`config.mk`:
```
export PLATFORM = sky130hd
export DESIGN_NAME = rns_residue_mac
export DESIGN_NICKNAME = d
export VERILOG_FILES = /design/src/rtl/rns_pkg.sv /design/src/rtl/rns_mod_step.sv /design/src/rtl/rns_residue_mac.sv
export SDC_FILE = /design/constraint.sdc
export NUM_CORES = 1
export LEC_CHECK = 0
export BUFFER_PORTS_ARGS = -buffer_cell sky130_fd_sc_hd__buf_2
export CAP_MARGIN = 0
export CELL_PAD_IN_SITES_DETAIL_PLACEMENT = 1
export CELL_PAD_IN_SITES_GLOBAL_PLACEMENT = 1
export CORE_ASPECT_RATIO = 0.8
export CORE_UTILIZATION = 47
export DETAILED_ROUTE_END_ITERATION = 10
export GPL_TIMING_DRIVEN = 0
export PLACE_DENSITY = 0.92
export SYNTH_ARGS = -nofsm -noshare
export SYNTH_HDL_FRONTEND = slang
export SYNTH_HIERARCHICAL = 1
export SYNTH_SLANG_ARGS = --single-unit
```
`constraint.sdc`:
```
create_clock -name clk -period 7.5 [get_ports clk]
set_input_delay 0.75 -clock clk [delete_from_list [all_inputs] [get_ports clk]]
set_output_delay 0.75 -clock clk [all_outputs]
set_load 0.005 [all_outputs]
```
`src/rtl/rns_pkg.sv`:
```
// Shared definitions for the RNS channel datapath: default moduli set,
// residue MAC state encoding and the conditional-subtract modular add.
package rns_pkg;

  localparam int unsigned MODULI [3] = '{7, 5, 8};

  typedef enum logic [1:0] {
    IDLE,
    REDUCE,
    ACCUM,
    OUT
  } state_t;

  // Both operands must already be below m, so one subtract is enough.
  function automatic int unsigned mod_add(input int unsigned a,
                                          input int unsigned b,
                                          input int unsigned m);
    int unsigned s;
    s = a + b;
    return (s >= m) ? s - m : s;
  endfunction

endpackage

```
`src/rtl/rns_mod_step.sv`:
```
// One restoring-division step: subtract (MODULUS << k) from r when it fits.
module rns_mod_step #(
  parameter int MODULUS = 7,
  parameter int W       = 6,
  parameter int KW      = 2
) (
  input  logic [W-1:0]  r,
  input  logic [KW-1:0] k,
  output logic [W-1:0]  r_next
);

  // One extra bit: the largest shifted modulus can equal 2^W.
  logic [W:0] sub_val;

  assign sub_val = (W+1)'(MODULUS) << k;
  assign r_next  = ({1'b0, r} >= sub_val) ? (r - sub_val[W-1:0]) : r;

endmodule

```
`src/rtl/rns_residue_mac.sv`:
```
// Residue MAC for one RNS channel: reduces raw products mod MODULUS with a
// sequential restoring subtract, then accumulates them until the last product.
module rns_residue_mac
  import rns_pkg::*;
#(
  parameter int MODULUS = 7,
  parameter int PROD_W  = 6,
  parameter int RES_W   = 3,
  parameter int STEPS   = PROD_W - $clog2(MODULUS) + 1
) (
  input  logic              clk,
  input  logic              rst,
  input  logic              in_valid,
  output logic              in_ready,
  input  logic [PROD_W-1:0] in_prod,
  input  logic              in_last,
  output logic              out_valid,
  input  logic              out_ready,
  output logic [RES_W-1:0]  out_residue,
  output logic [3:0]        acc_count,
  output logic              busy
);

  localparam int KW = $clog2(STEPS);

  generate
    if (MODULUS < 2 || MODULUS > 8) begin : g_bad_modulus
      $error("rns_residue_mac: MODULUS must be in 2..8");
    end
    if ((1 << RES_W) < MODULUS) begin : g_bad_res_w
      $error("rns_residue_mac: RES_W too narrow for MODULUS");
    end
  endgenerate

  state_t            state;
  logic [PROD_W-1:0] r;
  logic [PROD_W-1:0] r_step;
  logic [KW-1:0]     k;
  logic              last;
  logic [RES_W-1:0]  acc;
  logic [RES_W-1:0]  acc_sum;

  rns_mod_step #(
    .MODULUS (MODULUS),
    .W       (PROD_W),
    .KW      (KW)
  ) u_step (
    .r      (r),
    .k      (k),
    .r_next (r_step)
  );

  // After REDUCE, r < MODULUS so it fits RES_W bits and the add is exact.
  assign acc_sum = RES_W'(mod_add(32'(acc), 32'(r), MODULUS));

  always_ff @(posedge clk or posedge rst) begin
    if (rst) begin
      state       <= IDLE;
      r           <= '0;
      k           <= '0;
      last        <= 1'b0;
      acc         <= '0;
      acc_count   <= '0;
      out_residue <= '0;
      out_valid   <= 1'b0;
      in_ready    <= 1'b1;
      busy        <= 1'b0;
    end else begin
      case (state)
        IDLE: begin
          if (in_valid) begin
            r        <= in_prod;
            last     <= in_last;
            k        <= KW'(STEPS - 1);
            in_ready <= 1'b0;
            busy     <= 1'b1;
            state    <= REDUCE;
          end
        end
        REDUCE: begin
          r <= r_step;
          k <= k - 1'b1;
          if (k == '0) state <= ACCUM;
        end
        ACCUM: begin
          acc <= acc_sum;
          if (acc_count != 4'd15) acc_count <= acc_count + 4'd1;
          if (last) begin
            out_residue <= acc_sum;
            out_valid   <= 1'b1;
            state       <= OUT;
          end else begin
            in_ready <= 1'b1;
            busy     <= 1'b0;
            state    <= IDLE;
          end
        end
        OUT: begin
          if (out_ready) begin
            acc       <= '0;
            acc_count <= '0;
            out_valid <= 1'b0;
            in_ready  <= 1'b1;
            busy      <= 1'b0;
            state     <= IDLE;
          end
        end
        default: state <= IDLE;
      endcase
    end
  end

endmodule

```
==> Yosys cells after proc, flatten, opt, wreduce, memory -nomap -nowiden <==
Index checks and enable logic that the tools add are counted.
{ "word_totals": {"regBits": 24, "inputBits": 11, "output_inout_bits": 10} }
{ "classes": {"add_sub_neg": 5, "n_lt_le_gt_ge": 2, "eq_ne": 11, "shifts": 1, "n_mux": 26, "n_reduce_logical": 14} }
{ "ops": {"columns": ["op", "count"], "rows": [
  ["6-bit two-way mux", 2],
  ["2-bit inequality test (second input constant)", 6],
  ["6-bit case mux with 2 select lines", 1],
  ["3-bit AND reduction", 4],
  ["2-bit two-way mux", 5],
  ["4-bit two-way mux", 2],
  ["2-bit case mux with 4 select lines", 1],
  ["4-bit case mux with 2 select lines", 1],
  ["2-bit AND reduction", 4],
  ["3-bit by 6-bit adder with 7-bit output", 1],
  ["6-bit by 7-bit greater-or-equal comparator with 1-bit output", 1],
  ["7-bit by 3-bit greater-or-equal comparator with 1-bit output (second input constant)", 1],
  ["1-bit two-way mux", 7],
  ["3-bit by 2-bit left shift with 7-bit output (first input constant)", 1],
  ["3-bit two-way mux", 2],
  ["1-bit case mux with 3 select lines", 2],
  ["3-bit case mux with 2 select lines", 1],
  ["6-bit subtractor", 1],
  ["4-bit by 1-bit adder with 4-bit output (second input constant)", 1],
  ["2-bit == test (second input constant)", 2],
  ["2-bit logical NOT", 2],
  ["4-bit inequality test (second input constant)", 1],
  ["2-bit case mux with 2 select lines", 1],
  ["4-bit AND reduction", 1],
  ["other kinds (7)", 8]
]} }

==> Logic depth before layout (Yosys ltp) <==
{ "depth": {"depth_word": 4, "mapped_depth": 10, "ltp_nobuf": 10} }

==> Cells and area by module <==
Netlist, hierarchy kept.
{ "modules_own_cells": {"columns": ["mod", "n_inst", "cells_each", "area_each_um2"], "rows": [
  ["rns_residue_mac", 1, 147, 1342.5],
  ["rns_mod_step", 1, 43, 366.6]
]} }

==> Worst setup path before layout <==
No wires, ideal clock.
{ "synth_path": {"path_type": "register -> register", "from": "register r[0]", "to": "register acc[0]", "setup_time_ns": 0.122, "t_arrival_ns": 2.221, "slack_ns": 5.158, "path_stages_with_launch": 10, "path_buffers": 0, "path_cell_list": "dfrtp_1 > ha_1 > inv_1 > fa_1 > inv_1 > ha_1 > inv_2 > a21boi_4 > or4_4 > a32o_1"} }
{ "synth_via": {"elab_chain_cells": 4, "elab_cells_between_ends": 5, "cone_classes": "add/sub: 2; order compare: 1; mux: 2"} }
{ "synth_lines": {"columns": ["item", "line_no", "text"], "rows": [
  ["start: declaration", "rns_residue_mac.sv:36", "logic [PROD_W-1:0] r;"],
  ["start signal: assignment", "rns_residue_mac.sv:72", "r <= in_prod;"],
  ["start signal: assignment", "rns_residue_mac.sv:81", "r <= r_step;"],
  ["3-bit by 6-bit adder with 7-bit output *", "rns_pkg.sv:19", "s = a + b;"],
  ["7-bit by 3-bit greater-or-equal comparator with 1-bit output / 3-bit subtractor (equally long branches)", "rns_pkg.sv:20", "return (s >= m) ? s - m : s;"],
  ["3-bit two-way mux *", "rns_pkg.sv:20", null],
  ["3-bit case mux with 2 select lines *", "rns_residue_mac.sv:69", "case (state)"],
  ["end signal: assignment", "rns_residue_mac.sv:86", "acc <= acc_sum;"],
  ["end: declaration", "rns_residue_mac.sv:40", "logic [RES_W-1:0] acc;"]
]} }
Every way passes the cells marked *; elsewhere a longest branch is shown, timed or not.
A chain may end at the register's enable or synchronous reset.

==> Worst setup path after layout <==
Same ends and word-level chain as after synthesis.

==> impl_metrics.ini <==
[sta]
setup_viol = 0
tns_ps = 0
min_period_ps = 2560
fmax_mhz = 391
finalCritPeriodShare = 0.341
whs_ps = 488
finalHoldViolCount = 0
worstMarginPinSlew_ps = 934
maxSlewViolCount = 0
skew_ps = 1.20
rsz0062_at_grt = false
relSlewSlack = 0.376

[yosys]
synthCells = 190
synth-compound-area-share = 0.239
ys_seq_area_frac = 0.352
yosys-mux-area-fraction = 0.0476
synth_top_area_frac = 0.337
synth-edff-count = 0
ys_warn_count = 6
ys_ff_latch = 24
ys_types = 42
synth_simple_gate_area_frac = 0.171
synthXorXnorAreaFrac = 0.0256
synth_nets = 216
synthTopCellsByArea = dfrtp_1 (34%), ha_1 (9.5%), a21oi_1 (5.0%), nand2_1 (4.2%), o21ai_0 (4.1%)
netlist_area_um2 = 1710
synthFlopType = dfrtp_1
synth.largest_area_cell = dfrtp_1
ys_async_sr_fraction = 1.00
syn-mean-instance-area_um2 = 9.00
synth_top_family_by_area = compound AO/OA/AOI/OAI gates
synth_fa_ha_area_frac = 0.119

[worst_setup_path]
end_kind = register
slowest_stage = fa_1
crit_path_max_incr_delay_ps = 570
worst-endpoint-required_ps = 7670
worst_ep_arrival_time_ps = 2720
start_kind = register
path_class = register to register
crit_path_max_fanout = 5
path_cells = ha_1 > inv_1 > fa_1 > inv_1 > ha_1 > inv_2 > a21boi_4 > or4_4 > a32o_1
rrSetupSlack_ps = 4940

[global_routing]
antenna_found_initial = 0
grt.total_usage = 0.253
grt_pass1_wl_um = 7660
grt_max_degree = 25
grt-ovfl-total = 0
grt_pass1_vias = 1589

[placement]
dp_hpwl_um = 3170
port_buffers = 20
gp_congestion = 0.797
place_area_um2 = 1860

[clocking]
clkSinkCount = 24
root_buffer = clkbuf_8
ctsLongestPathBuffers = 2
cts_setup_buffers = 0
cts_hold_buf = 0
clkTransAtPathRegs_ps = 90
cts_resized = 0
cts_made_buffers = 3
htreeDepth = 1
cts_tree = yes
insertion_delay_ps = 270

[floorplanning]
dieArea_um2 = 3880
die_x_um = 69.4
core.rowCount = 19
dieHeight_um = 55.9
coreArea_um2 = 3450
start_util = 0.496
pin_count = 21

[finish]
final_nets = 241
mostFrequentLayoutCell = dfrtp_1
final_layout_size_suffix_gt1_frac = 0.173
layout_common_cells = dfrtp_1 (23), buf_2 (20), nand2_1 (19)
syn_to_final_growth_pct = 12.2
fillers = 423
n_antenna_cell = 0
stdcell_area_um2 = 1920

[routing]
via_count = 1498
dr.pass1.iters = 4
drt-total-wl_um = 4290
drc_errors = 0
drtIter0Drc = 75
ant_nets = 0
routedWlPerCell_um = 16.7
viasPerCell = 5.85

[power]
vdd_drop_max_mv = 0.250
p_total_uw = 991
power-per-cell-area_nw_per_um2 = 517
p_leak_nw = 0.912

[outcome]
outcome = finished, final reports clean

[worst_hold_path]
hp-class = register to register

[flow_run]
cap_violations = 0
## area by class of cell
class / count / area, um^2 / share of cell area
Buffer: 5 / 18.8 / 0.00979
Multi-Input combinational cell: 145 / 1030 / 0.537
Sequential cell: 24 / 602 / 0.314
Timing Repair Buffer: 20 / 100 / 0.0522
Tap cell: 42 / 52.6 / 0.0274
Clock buffer: 4 / 55.1 / 0.0287
Inverter: 16 / 60.1 / 0.0313
## path summary, 6_finish.rpt
check | startpoint | depth (start not counted) | end
setup / recovery | r[0] | 9 | acc[0]
hold / removal | out_valid | 2 | out_valid
setup reg to reg | r[0] | 9 | acc[0]
hold reg to reg | out_valid | 2 | out_valid
max in group asynchronous | rst | 2 | acc_count[3]
min in group asynchronous | rst | 2 | k[0]
## registers in the layout, summed over array words and instances, names as in the netlist
name         cells
acc              3
acc_count        4
busy             1
in_ready         1
k                2
last             1
out_residue      3
out_valid        1
r                6
state            2
## cell families (layout without fill, tap and decap cells)
family / after synthesis / after routing
AO/OA/AOI/OAI: 61 / 61
XOR/XNOR: 5 / 5
adder cells (fa/ha/maj): 15 / 15
buffers and inverters: 21 / 45
flip-flops: 24 / 24
multiplexers: 6 / 6
AND/OR/NAND/NOR: 58 / 58
## critical path: cells and delay by family, from the launching register on
| kind | cells | cell delay [ps] |
|---|---|---|
| fa+ha+maj | 3 | 980 |
| simple gates | 1 | 480 |
| flops | 1 | 410 |
| compound gates | 2 | 340 |
| buf+inv | 3 | 220 |
## synth_stat cells (2+ instances only)
cell type  number
o21ai_0        14
fa_1            2
a21oi_1        17
inv_1          15
o311ai_1        4
and2_1          2
a21o_1          2
o21ai_1         4
nand3_1         6
nor2_1         12
ha_1           13
clkbuf_1        5
a22oi_1         6
mux2_4          4
xnor2_1         4
a211oi_1        3
nand2b_1        3
a2bb2oi_1       2
dfrtp_1        23
or3_1           2
nand2_1        19
nor2b_1         8
## routing by layer
layer  global-route usage  part of all wire  vias up
li1                     -                 -      719
met1                0.343              0.48      747
met2                0.401              0.48       23
met3               0.0453             0.022        9
met4                0.105             0.017        0
met5                    0                 0        -
## where the power goes
| part | switching, mW | leakage [nW] | internal, mW | total (mW) |
|---|---|---|---|---|
| Clock | 0.0445 | 0.0288 | 0.0470 | 0.0915 |
| Sequential | 0.0627 | 0.298 | 0.189 | 0.252 |
| Combinational | 0.347 | 0.585 | 0.300 | 0.647 |
## through the flow
stage | cells | util | setup WS [ps]
final | 256 | 0.556 | 4940
after detailed placement | 252 | 0.540 | 4940
after global placement | 252 | 0.540 | 5010
after global routing | 256 | 0.556 | 4790
after floorplan | 190 | - | 5160
after CTS | 256 | 0.556 | 4930
(Power assumes the default switching activity.)
